$ cat src/rtl/fe_pipe_regs.sv
// Front-end state for the 5-stage MIPS pipe: PC, IF/ID, ID/EX control, status FSM, optional FE_PERF_CNT_EN counters.
// Latency: every output is registered; a redirect sampled at edge n shows pc=target after edge n.
// Backpressure: pc_write/if_id_write low hold PC and IF/ID indefinitely; id_ex_flush/if_flush insert bubbles.
module fe_pipe_regs #(
    parameter logic [31:0] PC_RESET = 32'h0000_0000,
    parameter int          CTRL_W   = 9,
    parameter int          CNT_W    = 16
) (
    input  logic              clk,
    input  logic              rst_n,
    input  logic              pc_write,
    input  logic              if_id_write,
    input  logic              id_ex_flush,
    input  logic              if_flush,
    input  logic              id_jump,
    input  logic              id_take_branch,
    input  logic [31:0]       jump_target,
    input  logic [31:0]       branch_target,
    input  logic [31:0]       imem_instr,
    input  logic [CTRL_W-1:0] id_ctrl,
    output logic [31:0]       pc,
    output logic [31:0]       if_id_instr,
    output logic [31:0]       if_id_pc4,
    output logic              if_id_valid,
    output logic [CTRL_W-1:0] id_ex_ctrl,
    output logic              id_ex_valid,
    output logic [1:0]        fe_state,
    output logic [CNT_W-1:0]  stall_cnt,
    output logic [CNT_W-1:0]  flush_cnt
);

    typedef enum logic [1:0] {
        BOOT  = 2'b00,
        RUN   = 2'b01,
        STALL = 2'b10,
        FLUSH = 2'b11
    } fe_state_t;

    logic [31:0]       pc_q, pc_d;
    logic [31:0]       pc_plus4;
    logic [31:0]       if_id_instr_q, if_id_instr_d;
    logic [31:0]       if_id_pc4_q, if_id_pc4_d;
    logic              if_id_valid_q, if_id_valid_d;
    logic [CTRL_W-1:0] id_ex_ctrl_q, id_ex_ctrl_d;
    logic              id_ex_valid_q, id_ex_valid_d;
    fe_state_t         state_q, state_d;

    assign pc_plus4 = pc_q + 32'd4;

    // A redirect seen while PC is held is dropped; the held ID instruction re-issues it later.
    always_comb begin
        pc_d = pc_q;
        if (pc_write) begin
            if (id_jump)
                pc_d = {jump_target[31:2], 2'b00};
            else if (id_take_branch)
                pc_d = {branch_target[31:2], 2'b00};
            else
                pc_d = pc_plus4;
        end
    end

    always_comb begin
        if_id_instr_d = if_id_instr_q;
        if_id_pc4_d   = if_id_pc4_q;
        if_id_valid_d = if_id_valid_q;
        if (if_flush) begin
            if_id_instr_d = 32'h0;
            if_id_pc4_d   = 32'h0;
            if_id_valid_d = 1'b0;
        end else if (if_id_write) begin
            if_id_instr_d = imem_instr;
            if_id_pc4_d   = pc_plus4;
            if_id_valid_d = 1'b1;
        end
    end

    always_comb begin
        id_ex_ctrl_d  = id_ctrl;
        id_ex_valid_d = if_id_valid_q;
        if (id_ex_flush) begin
            id_ex_ctrl_d  = '0;
            id_ex_valid_d = 1'b0;
        end
    end

    always_comb begin
        state_d = RUN;
        if (!pc_write)
            state_d = STALL;
        else if (if_flush)
            state_d = FLUSH;
    end

    always_ff @(posedge clk or negedge rst_n) begin
        if (!rst_n) begin
            pc_q          <= PC_RESET;
            if_id_instr_q <= 32'h0;
            if_id_pc4_q   <= 32'h0;
            if_id_valid_q <= 1'b0;
            id_ex_ctrl_q  <= '0;
            id_ex_valid_q <= 1'b0;
            state_q       <= BOOT;
        end else begin
            pc_q          <= pc_d;
            if_id_instr_q <= if_id_instr_d;
            if_id_pc4_q   <= if_id_pc4_d;
            if_id_valid_q <= if_id_valid_d;
            id_ex_ctrl_q  <= id_ex_ctrl_d;
            id_ex_valid_q <= id_ex_valid_d;
            state_q       <= state_d;
        end
    end

`ifdef FE_PERF_CNT_EN
    logic [CNT_W-1:0] stall_cnt_q, stall_cnt_d;
    logic [CNT_W-1:0] flush_cnt_q, flush_cnt_d;

    // Saturating counters; a cycle with both flushes counts once.
    always_comb begin
        stall_cnt_d = stall_cnt_q;
        flush_cnt_d = flush_cnt_q;
        if (!pc_write && (stall_cnt_q != {CNT_W{1'b1}}))
            stall_cnt_d = stall_cnt_q + 1'b1;
        if ((if_flush || id_ex_flush) && (flush_cnt_q != {CNT_W{1'b1}}))
            flush_cnt_d = flush_cnt_q + 1'b1;
    end

    always_ff @(posedge clk or negedge rst_n) begin
        if (!rst_n) begin
            stall_cnt_q <= '0;
            flush_cnt_q <= '0;
        end else begin
            stall_cnt_q <= stall_cnt_d;
            flush_cnt_q <= flush_cnt_d;
        end
    end

    assign stall_cnt = stall_cnt_q;
    assign flush_cnt = flush_cnt_q;
`else
    assign stall_cnt = '0;
    assign flush_cnt = '0;
`endif

    assign pc          = pc_q;
    assign if_id_instr = if_id_instr_q;
    assign if_id_pc4   = if_id_pc4_q;
    assign if_id_valid = if_id_valid_q;
    assign id_ex_ctrl  = id_ex_ctrl_q;
    assign id_ex_valid = id_ex_valid_q;
    assign fe_state    = state_q;

endmodule

$ cat config.mk
export PLATFORM = sky130hd
export DESIGN_NAME = fe_pipe_regs
export DESIGN_NICKNAME = d
export VERILOG_FILES = /design/src/rtl/fe_pipe_regs.sv
export SDC_FILE = /design/constraint.sdc
export NUM_CORES = 1
export LEC_CHECK = 0
export BUFFER_PORTS_ARGS = -buffer_cell sky130_fd_sc_hd__buf_2
export CORE_MARGIN = 3
export CORE_UTILIZATION = 40
export CTS_BUF_LIST = sky130_fd_sc_hd__clkbuf_8 sky130_fd_sc_hd__clkbuf_16
export DETAILED_ROUTE_END_ITERATION = 10
export PLACE_DENSITY = 0.8
export REMOVE_ABC_BUFFERS = 1
export SLEW_MARGIN = 20
export SYNTH_ARGS = -nofsm -noshare
export SYNTH_HDL_FRONTEND = slang
export SYNTH_SLANG_ARGS = --single-unit
$ cat constraint.sdc
create_clock -name clk -period 2.77 [get_ports clk]
set_input_delay 0.1385 -clock clk [delete_from_list [all_inputs] [get_ports clk]]
set_output_delay 0.1385 -clock clk [all_outputs]
set_load 0.01 [all_outputs]
Yosys cells after proc, flatten, opt, wreduce, memory -nomap -nowiden

Index checks and enable logic that the tools add are counted.

Output and inout bits: 141
Word-level logic and storage cells: 21
Input port bits: 113
Register bits: 109

Reduce and logical (&&, ||, !) cells: 1
Add/sub/neg operators: 1
Mux-type cells: 12

Operator list:

| cell                                          | number |
|---|---|
| 2-to-1 mux 32 bit                             | 6 |
| adder 32 x 3 -> 32 bit, second input constant | 1 |
| 2-to-1 mux 9 bit                              | 1 |
| 2-to-1 mux 2 bit                              | 2 |
| 2-to-1 mux 1 bit                              | 3 |
| nonzero test 2 bit                            | 1 |

Logic depth before layout (Yosys ltp)

Depth after elaboration: 3
Mapped depth: 7
Gate-level depth less buffers: 5

Least setup slack after synthesis

No wires, ideal clock.

Path kind: register to register
Start: register pc_q[2] (netlist: pc[2])
End: register pc_q[20] (netlist: pc[20])
Data required time: 2648 ps
Setup time: 122 ps
Clock period less this slack: 2291 ps
Cell stages (with the launch flop): 7
Buffers on the path: 1
Setup slack: 479 ps
Data arrival time: 2169 ps
Cell sequence: dfrtp_1 ha_1 nand3_2 or4_1 buf_2 or4_1 a32o_1

Cells in the longest elaborated chain, start to end: 3

RTL lines:

| element                  | line | source |
|---|---|---|
| start: declaration       | 39   | `logic [31:0] pc_q, pc_d;` |
| start signal: assignment | 105  | `pc_q <= pc_d;` |
| adder 32 x 3 -> 32 bit   | 48   | `assign pc_plus4 = pc_q + 32'd4;` |
| 2-to-1 mux 32 bit        | 56   | `else if (id_take_branch)` |
| 2-to-1 mux 32 bit        | 54   | `if (id_jump)` |

No other way between the ends.
A chain may end at the register's enable or synchronous reset.

Final worst setup path

Start: register pc_q[3] (netlist: pc[3])
End: register pc_q[20] (netlist: pc[20])

Same word-level chain as after synthesis.

==> flow_summary.toml <==
[floorplanning]
die_w_um = 127
row_count = 43
ioPinCount = 254
core_area_sq_mm = 0.0141
die_area_sq_mm = 0.0162
initial_core_util_pct = 41.5
die_h_um = 127

[worst_setup_path]
reg2reg_depth = 5
timing.rr.end = "pc[20]"
crit_required_ps = 3020
cp-end-kind = "register"
critical_path.max_fanout = 17
critPathKind = "register to register"
reg2reg_slack_ps = 130
cp.arrival_ps = 2890
startpoint_type = "register"
r2r-start = "pc[3]"

[global_route]
grt_usage_pct = 21.0
use_met3_pct = 5.31
grt_pass1_vias = 5075
grt_max_degree = 57
busiest_layer = "met2"
grt_util_met1_pct = 29.7
antenna_found_initial = 2
grt_pass1_wl_um = 27200
gr-total-overflow = 0
use_met2_pct = 32.1

[hold_path]
hold_class = "primary input to register"
min_from = "id_ctrl[8]"
whs_path_depth = 2
hold_end = "id_ex_ctrl[8]"

[sta]
setup_tns_ps = 0
finalHoldViolCount = 0
min_period_over_period_pct = 95.2
fin_crit_ps = 2640
clock_skew_ps = 10.8
max-slew-margin-rel_pct = 50.4
timing.hold.ws_ps = 13.8
tightestPinTransition_ps = 744
grt_setup_unrepaired = "no"
setup_violations = 0
max_freq_ghz = 0.379
slew_viol_final = 0

[logic_synthesis]
synth-edff-count = 0
netlist_area_sq_mm = 0.00588
synthFlopType = "dfrtp_1"
netlist_instances = 629
ys_ff_latch = 106
ys_warn_count = 0
postSynthAreaPerCell_sq_um = 9.34
yosysSeqAreaShare_pct = 45.1
async_reset_ff_share_pct = 100
synth.distinct_cells = 55

[clock_tree]
post_cts_resized = 0
path_clk_slew_ps = 70
cts_inserted_buffers = 9
htreeDepth = 3
insertion_delay_ps = 360
cts_tree = "done"
postCtsHoldBufs = 9
cts_setup_buffers = 0
cts_root_buffer = "clkbuf_16"
cts_sinks = 106
clk_path_buf_depth = 2

[drt]
drc = 0
wire_per_inst_um = 17.2
viasPerCell = 5.41
vias = 5447
wirelength_um = 17300
first_pass_iters = 5
final_antenna_net_count = 0
drt_iter0_markers = 368

[pwr]
finalPower_mw = 3.94
power_density_mw_per_mm2 = 538
p_sw_mw = 1.22
p_int_mw = 2.72
p_sw_share_pct = 31.1
comb_power_share_pct = 21.0
peakVddDrop_v = 0.000387
p_leak_nw = 3.57
p_clk_share_pct = 32.1
sequentialPowerShare_pct = 46.9

[placement]
dpl_cell_area_sq_mm = 0.00695
port_buffers = 215
routabilityCongestion = 0.871
place_hpwl_um = 12400
dp.cells = 980

[layout]
fillCellCount = 1321
design_area_sq_mm = 0.00733
syn2layout_area_growth_pct = 24.7
drive_above_1_share_pct = 30.4
stdcell_count = 1006
final_nets = 934

[run_status]
status = "completed"

[run]
drv_cap = 0
sequential cells by signal (all words and copies together) (netlist names):
register,cells
if_id_pc4,31
pc,30
if_id_instr,32
if_id_valid,1
fe_state,2
id_ex_ctrl,9
id_ex_valid,1
power by group through the flow:
stage	Combinational [mW]	Clock, mW	Sequential, mW
2_1_floorplan	0.334	0	1.91
3_3_place_gp	0.813	0	1.87
3_5_place_dp	0.822	0	1.88
5_1_grt	0.921	1.36	1.87
6_report	0.828	1.27	1.85
4_1_cts	0.834	1.30	1.84
cell families after synthesis:
logic type / Yosys count / synth area share, %
xor gates and xnor gates: 7 / 1.04
buffers and inverters: 102 / 9.01
DFF: 106 / 45.1
adders and majority gates: 1 / 0.213
and+or+nand+nor: 236 / 20.7
AOI/OAI and AO/OA: 134 / 16.7
other: 1 / 0.0638
muxes: 42 / 7.17
cell usage after synthesis (all sizes together), types with 14 or more instances:
| cell type | number | area share [%] |
|---|---|---|
| dfrtp | 106 | 45 |
| nor2 | 81 | 5.2 |
| buf | 49 | 5.5 |
| clkbuf | 41 | 2.7 |
| mux2i | 41 | 7.0 |
| nand3 | 27 | 2.6 |
| nand2 | 23 | 1.5 |
| o21ai | 23 | 2.0 |
| a311oi | 19 | 2.8 |
| or3 | 18 | 1.9 |
| a21oi | 15 | 1.3 |
| nor2b | 14 | 1.5 |
| nor3 | 14 | 1.2 |
critical path: stages (launching register included):
cell	delay, ps
dfrtp_1	400
ha_1	300
nand3_2	160
or4_1	840
or4_1	570
a32o_1	260
how the worst max path moves through the flow:
stage	slack (ps)	end	from
2_1_floorplan	380	pc[20]	pc[2]
3_5_place_dp	170	pc[20]	pc[3]
3_3_place_gp	260	pc[20]	pc[3]
5_1_grt	7	pc[20]	pc[3]
6_report	130	pc[20]	pc[3]
4_1_cts	160	pc[20]	pc[3]
per-layer routing:
metal  up-vias  share of wire, %  wire, um
li1       2616                 -         -
met1      2604                45      7890
met2       199                46      7980
met3        26               6.5      1120
met4         2               2.0       339
met5         -             0.040         7
layout make-up:
| type | instances | area (sq um) | share of cell area (%) |
|---|---|---|---|
| Multi-Input combinational cell | 454 | 2820 | 38.5 |
| Sequential cell | 106 | 2650 | 36.2 |
| Timing Repair Buffer | 237 | 1290 | 17.7 |
| Clock buffer | 12 | 267 | 3.64 |
| Tap cell | 180 | 225 | 3.07 |
| Inverter | 12 | 45.0 | 0.615 |
| Clock inverter | 4 | 25.0 | 0.341 |
| Antenna cell | 1 | 2.50 | 0.0341 |
stage by stage:
| step | util (%) | setup slack (ps) |
|---|---|---|
| 2_1_floorplan | - | 385 |
| 3_3_place_gp | 49.1 | 257 |
| 3_5_place_dp | 49.1 | 168 |
| 4_1_cts | 51.8 | 162 |
| 5_1_grt | 51.8 | 7.32 |
| 6_report | 51.8 | 132 |
cell usage in the layout, fill, tap and decap left out, drive strengths merged, types with 3 or more instances in the layout:
cell type / count
nor2b: 14
a211oi: 8
a211o: 5
dlygate4sd3: 9
nor2: 81
o22ai: 3
nand2: 23
conb: 34
dfrtp: 106
o21a: 4
inv: 14
mux2i: 41
a31oi: 5
a222oi: 4
o211ai: 6
a22o: 8
and4: 7
nand3: 27
o21ai: 23
a221oi: 4
o2bb2ai: 4
o311ai: 3
nor4: 3
or3: 18
o31ai: 12
nand2b: 10
nor3: 14
xnor2: 6
nand4: 12
a311oi: 19
buf: 228
a21oi: 15
and3: 8
or4: 13
clkbuf: 12
Note: power is estimated with default switching activity, not from simulation.
